`src/rtl/mtr_spd_ramp_if.sv`:
```
// Target/speed bundle between the motion planner and the speed ramp.
// Targets use a valid/ready handshake; speeds and at_tgt are continuously driven.
interface mtr_spd_ramp_if;
    logic               tgt_vld;
    logic signed [10:0] lft_tgt;
    logic signed [10:0] rght_tgt;
    logic               tgt_rdy;
    logic               estop;
    logic signed [10:0] lft_spd;
    logic signed [10:0] rght_spd;
    logic               at_tgt;

    modport master (
        output tgt_vld, lft_tgt, rght_tgt, estop,
        input  tgt_rdy, lft_spd, rght_spd, at_tgt
    );

    modport slave (
        input  tgt_vld, lft_tgt, rght_tgt, estop,
        output tgt_rdy, lft_spd, rght_spd, at_tgt
    );
endinterface

```
`src/rtl/mtr_spd_ramp.sv`:
```
// Slew-limits two signed motor speeds toward their targets by STEP per tick, with a stop at zero on reversal.
// Targets load one edge after handshake; tgt_rdy is low only while in emergency stop.
module mtr_spd_ramp #(
    parameter int STEP     = 8,
    parameter int TICK_DIV = 1024
) (
    input  logic           clk,
    input  logic           rst,
    mtr_spd_ramp_if.slave  bus
);

    localparam int                 CW     = (TICK_DIV > 2) ? $clog2(TICK_DIV) : 1;
    localparam logic signed [11:0] STEP_S = 12'(STEP);

    typedef enum logic [1:0] {IDLE, RAMP, ESTOP} state_t;

    state_t             state, state_nxt;
    logic [CW-1:0]      tick_cnt;
    logic               tick;
    logic               rdy;
    logic               hs;
    logic               at_tgt;
    logic signed [10:0] lft_tgt_q, rght_tgt_q, lft_tgt_nxt, rght_tgt_nxt;
    logic signed [10:0] lft_spd_q, rght_spd_q, lft_spd_nxt, rght_spd_nxt;
    logic signed [10:0] lft_clamp, rght_clamp;

    // -1024 has no positive mirror, so it is folded to -1023 to keep ramps symmetric
    function automatic logic signed [10:0] clamp_tgt(input logic signed [10:0] t);
        return (t == 11'sh400) ? 11'sh401 : t;
    endfunction

    function automatic logic signed [10:0] ramp_step(input logic signed [10:0] spd,
                                                     input logic signed [10:0] tgt);
        logic signed [11:0] spd_x;
        logic signed [11:0] diff;
        logic signed [11:0] mag;
        logic signed [11:0] nxt;
        spd_x = {spd[10], spd};
        diff  = {tgt[10], tgt} - spd_x;
        mag   = diff[11] ? -diff : diff;
        if (mag <= STEP_S)
            nxt = {tgt[10], tgt};
        else if (diff[11])
            nxt = spd_x - STEP_S;
        else
            nxt = spd_x + STEP_S;
        // a reversal always dwells one tick at zero before moving the other way
        if ((spd != 11'sd0) && (nxt != 12'sd0) && (nxt[11] != spd[10]))
            nxt = 12'sd0;
        return nxt[10:0];
    endfunction

    assign tick       = (tick_cnt == CW'(TICK_DIV - 1));
    assign rdy        = (state != ESTOP);
    assign hs         = bus.tgt_vld && rdy;
    assign at_tgt     = (lft_spd_q == lft_tgt_q) && (rght_spd_q == rght_tgt_q);
    assign lft_clamp  = clamp_tgt(bus.lft_tgt);
    assign rght_clamp = clamp_tgt(bus.rght_tgt);

    assign bus.tgt_rdy  = rdy;
    assign bus.lft_spd  = lft_spd_q;
    assign bus.rght_spd = rght_spd_q;
    assign bus.at_tgt   = at_tgt;

    always_ff @(posedge clk or posedge rst) begin
        if (rst)
            tick_cnt <= '0;
        else if (tick)
            tick_cnt <= '0;
        else
            tick_cnt <= tick_cnt + CW'(1);
    end

    always_ff @(posedge clk or posedge rst) begin
        if (rst) begin
            state      <= IDLE;
            lft_tgt_q  <= '0;
            rght_tgt_q <= '0;
            lft_spd_q  <= '0;
            rght_spd_q <= '0;
        end else begin
            state      <= state_nxt;
            lft_tgt_q  <= lft_tgt_nxt;
            rght_tgt_q <= rght_tgt_nxt;
            lft_spd_q  <= lft_spd_nxt;
            rght_spd_q <= rght_spd_nxt;
        end
    end

    always_comb begin
        state_nxt    = state;
        lft_tgt_nxt  = lft_tgt_q;
        rght_tgt_nxt = rght_tgt_q;
        lft_spd_nxt  = lft_spd_q;
        rght_spd_nxt = rght_spd_q;
        if (bus.estop) begin
            state_nxt    = ESTOP;
            lft_tgt_nxt  = '0;
            rght_tgt_nxt = '0;
            lft_spd_nxt  = '0;
            rght_spd_nxt = '0;
        end else begin
            case (state)
                IDLE: begin
                    if (hs) begin
                        lft_tgt_nxt  = lft_clamp;
                        rght_tgt_nxt = rght_clamp;
                        if ((lft_clamp != lft_spd_q) || (rght_clamp != rght_spd_q))
                            state_nxt = RAMP;
                    end
                end
                RAMP: begin
                    // the step on a tick uses the targets held before any same-edge handshake
                    if (tick) begin
                        lft_spd_nxt  = ramp_step(lft_spd_q, lft_tgt_q);
                        rght_spd_nxt = ramp_step(rght_spd_q, rght_tgt_q);
                    end
                    if (hs) begin
                        lft_tgt_nxt  = lft_clamp;
                        rght_tgt_nxt = rght_clamp;
                    end else if (at_tgt) begin
                        state_nxt = IDLE;
                    end
                end
                ESTOP:   state_nxt = IDLE;
                default: state_nxt = IDLE;
            endcase
        end
    end

endmodule

```
`src/flat_wrapper.sv`:
```
// flat-port wrapper written by rule: the top's interface ports become plain ports
module mtr_spd_ramp_flat 
#(
    parameter int STEP     = 8,
    parameter int TICK_DIV = 1024
)
  (clk, rst, bus_tgt_vld, bus_lft_tgt, bus_rght_tgt, bus_estop, bus_tgt_rdy, bus_lft_spd, bus_rght_spd, bus_at_tgt);
  mtr_spd_ramp_if bus_i ();
  input  logic clk;
  input  logic rst;
  input wire logic [$bits(bus_i.tgt_vld)-1:0] bus_tgt_vld;
  input wire logic [$bits(bus_i.lft_tgt)-1:0] bus_lft_tgt;
  input wire logic [$bits(bus_i.rght_tgt)-1:0] bus_rght_tgt;
  input wire logic [$bits(bus_i.estop)-1:0] bus_estop;
  output wire logic [$bits(bus_i.tgt_rdy)-1:0] bus_tgt_rdy;
  output wire logic [$bits(bus_i.lft_spd)-1:0] bus_lft_spd;
  output wire logic [$bits(bus_i.rght_spd)-1:0] bus_rght_spd;
  output wire logic [$bits(bus_i.at_tgt)-1:0] bus_at_tgt;
  assign bus_i.tgt_vld = bus_tgt_vld;
  assign bus_i.lft_tgt = bus_lft_tgt;
  assign bus_i.rght_tgt = bus_rght_tgt;
  assign bus_i.estop = bus_estop;
  assign bus_tgt_rdy = bus_i.tgt_rdy;
  assign bus_lft_spd = bus_i.lft_spd;
  assign bus_rght_spd = bus_i.rght_spd;
  assign bus_at_tgt = bus_i.at_tgt;
  mtr_spd_ramp #(.STEP(STEP), .TICK_DIV(TICK_DIV)) u_core (.clk(clk), .rst(rst), .bus(bus_i));
endmodule
```
`config.mk`:
```
export PLATFORM = sky130hd
export DESIGN_NAME = mtr_spd_ramp_flat
export DESIGN_NICKNAME = d
export VERILOG_FILES = /design/src/rtl/mtr_spd_ramp_if.sv /design/src/rtl/mtr_spd_ramp.sv /design/src/flat_wrapper.sv
export SDC_FILE = /design/constraint.sdc
export NUM_CORES = 1
export LEC_CHECK = 0
export ABC_AREA = 1
export CORE_ASPECT_RATIO = 0.8
export CORE_MARGIN = 4
export CORE_UTILIZATION = 60
export DETAILED_ROUTE_END_ITERATION = 10
export PLACE_DENSITY = 0.82
export SETUP_SLACK_MARGIN = 0.1
export SLEW_MARGIN = 10
export SYNTH_ARGS = -nofsm -noshare
export SYNTH_HDL_FRONTEND = slang
export SYNTH_SLANG_ARGS = --single-unit
```
`constraint.sdc`:
```
create_clock -name clk -period 4.5 [get_ports clk]
set_input_delay 0.675 -clock clk [delete_from_list [all_inputs] [get_ports clk]]
set_output_delay 0.675 -clock clk [all_outputs]
set_load 0.1 [all_outputs]
```
==> flow_summary.yaml <==
place:
  place_inst: 1117
  dp.final_hpwl_mm: 13.57
  pre_cts_setup_slack_ns: 0.2591
  placement.cell_area_um2: 6477
  place.port_buffers: 49
  gp_congestion: 0.9813
synthesis:
  synth.area.top_cells: "sky130_fd_sc_hd__dfrtp_1 (24%), sky130_fd_sc_hd__nand2_1 (22%), sky130_fd_sc_hd__inv_1 (9.8%), sky130_fd_sc_hd__nand3_1 (8.4%), sky130_fd_sc_hd__ha_1 (8.3%)"
  ys_ff_latch: 56
  syn_area_per_cell_um2: 6.102
  synth_enable_flop_cells: 0
  net_count_of_the_mapped_netlist: 1027
  postSynth.asyncResetShare_pct: 100.0
  seq_area_frac_synth_pct: 23.97
  synth_common_cells: "sky130_fd_sc_hd__nand2_1 (337), sky130_fd_sc_hd__inv_1 (153), sky130_fd_sc_hd__nand3_1 (98)"
  synth_warnings: 0
  area_leader_netlist: "sky130_fd_sc_hd__dfrtp_1"
  synthCells: 958
  synth_cell_type_count: 43
  synthFlopType: "sky130_fd_sc_hd__dfrtp_1"
  synth.top_cell.area_share_pct: 23.97
  synthesis.area_um2: 5846
  post-synth-top-count-cell: "sky130_fd_sc_hd__nand2_1"
sta:
  tightestPinTransition_ns: 1.166
  rsz0062_at_grt: "no"
  tns_ns: 0
  finalHoldViolCount: 0
  clock.fmax_mhz: 244.9
  timing.final.ws_setup_ns: 0.4167
  slew_violations: 0
  fin_worst_hold_slack_ns: 0.4751
  finalSetupViolations: 0
  max_slew_margin_pct: 22.27
  timing.final.crit_share_pct: 90.74
  clock_skew_ns: 0.006982
  final.min_clock_period_ns: 4.083
setup_path:
  critPathTopFamily: "simple AND/OR/NAND/NOR gates"
  timing.critical_path.slowest_cell_delay_ns: 0.44
  worst_ep_required_time_ns: 4.73
  crit_top_cell: "sky130_fd_sc_hd__nand2_1"
  path_cells: "inv_1 > ha_1 > nand2_1 > inv_1 > a21oi_1 > nand4_1 > nand2_4 > inv_1 > fa_1 > o21ai_0 > nand2_1 > nand2_1 > a21oi_1 > nor2_1 > o31ai_1 > o21ai_0 > nand3_1 > nand2_1 > nand2_1 > nor2_1 > nand3_1 > nand2_2 > nand2_1 > nand2_1"
  cp-start-kind: "flop"
  count_of_buffering_cells_on_the_critical_path_with_inverters_included: 3
  worst-setup-path-type: "flop to flop"
  crit_path_end_kind: "flop"
  worst_path_max_delay_cell: "sky130_fd_sc_hd__dfrtp_1"
  worst-endpoint-arrival_ns: 4.31
  critPathMaxFanout: 11
pwr:
  power.density_cell_area_nw_per_um2: 258.2
  switching_share_of_power_pct: 41.68
  ir_drop_mv: 0.1639
  design_power_total_mw: 1.724
  combPwrFrac_pct: 46.0
  share_seq_of_total_power_pct: 30.4
  power.static_leakage_nw: 3.739
  power_switching_mw: 0.7184
  share_clk_of_total_power_pct: 23.6
  cell_internal_pwr_mw: 1.005
routing:
  drt-vias-per-instance: 5.655
  drc_viols: 0
  ant_nets: 0
  wl_per_cell_um: 15.06
  drtPass1Iterations: 6
  first_iter_violations: 931
  num_vias: 6384
  routed_wirelength_mm: 17.01
cts:
  clkLatencyLatePin_ns: 0.30
  cts-hold-fix-buffers: 0
  tritoncts_buffers: 5
  clock_tree.buffer_depth: 2
  cts.root.buffer_cell: "sky130_fd_sc_hd__clkbuf_16"
  clk_transition_reported_paths_ns: 0.07
  cts.htree.levels: 2
  clock-sinks: 56
  cts_tree: "yes"
final_layout:
  ant_diodes: 0
  layout-drive-gt1-share_pct: 5.523
  fin_area_um2: 6675
  syn_to_final_growth_pct: 14.19
  layout.nets: 1082
  post_layout_nonfiller_instances: 1129
  fin_util_pct: 72.01
grt:
  initial_antenna_violation_count: 0
  via_count_of_the_first_global_routing_pass: 5780
  grt_first_pass_wirelength_mm: 27.71
  globalRoute.totalOverflow: 0
  gr-usage-all-layers_pct: 30.03
  grt_max_degree: 37
hold_path:
  hold_path_class: "flop to flop"
run:
  drv_cap: 0
floorplanning:
  core-area_um2: 9270
  fp.dieW_um: 118.4
  floorplan.rows: 31
  pin_count: 50
  dieArea_um2: 11400
  fp.dieH_um: 96.29
  start_util_pct: 63.06
run_status:
  run_status: "complete, no violations"
-- power groups by stage --
| stage | clock network (mW) | logic (mW) | registers, mW |
|---|---|---|---|
| floorplan | 0 | 0.608 | 0.531 |
| global placement | 0 | 0.752 | 0.533 |
| CTS | 0.406 | 0.763 | 0.524 |
| finish | 0.406 | 0.793 | 0.524 |
| detailed placement | 0 | 0.758 | 0.534 |
| global route | 0.428 | 0.895 | 0.525 |
-- cell families after synthesis --
family	count (synthesis)	synth area share, %
adder cells (fa/ha/maj)	43	9.718
multiplexers	1	0.1926
XOR/XNOR	31	4.645
buffers and inverters	175	12.16
AO/OA/AOI/OAI	82	8.369
flip-flops	56	23.97
AND/OR/NAND/NOR	570	40.95
-- sequential cells by signal, summed over array words and instances (netlist names) --
register	cells
u_core.lft_tgt_q	11
u_core.tick_cnt	10
u_core.state	2
u_core.bus.lft_spd	11
u_core.rght_tgt_q	11
u_core.bus.rght_spd	11
-- layout by cell type, fill, tap and decap left out, types with 6 or more instances in the layout --
cell / count
sky130_fd_sc_hd__xor2_1: 23
sky130_fd_sc_hd__nand2_1: 336
sky130_fd_sc_hd__inv_1: 152
sky130_fd_sc_hd__xnor2_1: 8
sky130_fd_sc_hd__ha_1: 39
sky130_fd_sc_hd__nor2_1: 81
sky130_fd_sc_hd__nand3_1: 98
sky130_fd_sc_hd__buf_4: 20
sky130_fd_sc_hd__a21oi_1: 24
sky130_fd_sc_hd__o22ai_1: 20
sky130_fd_sc_hd__nand4_1: 19
sky130_fd_sc_hd__clkdlybuf4s50_1: 48
sky130_fd_sc_hd__dfrtp_1: 51
sky130_fd_sc_hd__o21ai_0: 17
sky130_fd_sc_hd__nor3_1: 10
sky130_fd_sc_hd__nand2_2: 10
sky130_fd_sc_hd__nor4_1: 6
-- worst reg2reg max path, cell delays in order, from the launching register on --
cell and delay [ns]:
sky130_fd_sc_hd__dfrtp_1 0.44, sky130_fd_sc_hd__inv_1 0.14, sky130_fd_sc_hd__ha_1 0.42, sky130_fd_sc_hd__nand2_1 0.17
sky130_fd_sc_hd__inv_1 0.06, sky130_fd_sc_hd__a21oi_1 0.23, sky130_fd_sc_hd__nand4_1 0.26, sky130_fd_sc_hd__nand2_4 0.20
sky130_fd_sc_hd__inv_1 0.13, sky130_fd_sc_hd__fa_1 0.41, sky130_fd_sc_hd__o21ai_0 0.30, sky130_fd_sc_hd__nand2_1 0.08
sky130_fd_sc_hd__nand2_1 0.06, sky130_fd_sc_hd__a21oi_1 0.09, sky130_fd_sc_hd__nor2_1 0.10, sky130_fd_sc_hd__o31ai_1 0.06
sky130_fd_sc_hd__o21ai_0 0.08, sky130_fd_sc_hd__nand3_1 0.09, sky130_fd_sc_hd__nand2_1 0.13, sky130_fd_sc_hd__nand2_1 0.06
sky130_fd_sc_hd__nor2_1 0.08, sky130_fd_sc_hd__nand3_1 0.09, sky130_fd_sc_hd__nand2_2 0.18, sky130_fd_sc_hd__nand2_1 0.08
sky130_fd_sc_hd__nand2_1 0.07
-- worst paths after layout --
check,start,to,slack (ns),depth (start not counted)
setup / recovery,u_core.bus.rght_spd[9],u_core.bus.rght_spd[2],0.42,24
hold / removal,u_core.tick_cnt[8],u_core.tick_cnt[8],0.48,1
setup reg to reg,u_core.bus.rght_spd[9],u_core.bus.rght_spd[2],0.42,24
hold reg to reg,u_core.tick_cnt[8],u_core.tick_cnt[8],0.48,1
max in group asynchronous,rst,u_core.bus.rght_spd[2],2.97,3
min in group asynchronous,rst,u_core.bus.lft_spd[6],0.69,2
-- area by class of cell --
| cell class | count | area, um^2 |
|---|---|---|
| tap | 115 | 143.9 |
| clock inverter | 3 | 25.02 |
| inverter | 155 | 581.8 |
| fill | 804 | 2595 |
| multi-input combinational | 727 | 3761 |
| timing repair buffer | 68 | 630.6 |
| sequential | 56 | 1408 |
| clock buffer | 5 | 125.1 |
-- routing by layer --
metal / track usage [%] / vias to the layer above / share of wire, %
li1: - / 3160 / -
met1: 44.00 / 2795 / 45
met2: 45.84 / 382 / 41
met3: 4.877 / 47 / 11
met4: 8.683 / 0 / 2.5
met5: 0 / - / 0
-- repair_timing --
| item | CTS | global route |
|---|---|---|
| resized for setup | 0 | 10 |
| buffers inserted | 0 | 4 |
| endpoints found under the setup margin | 0 | 22 |
(Power assumes the default switching activity.)
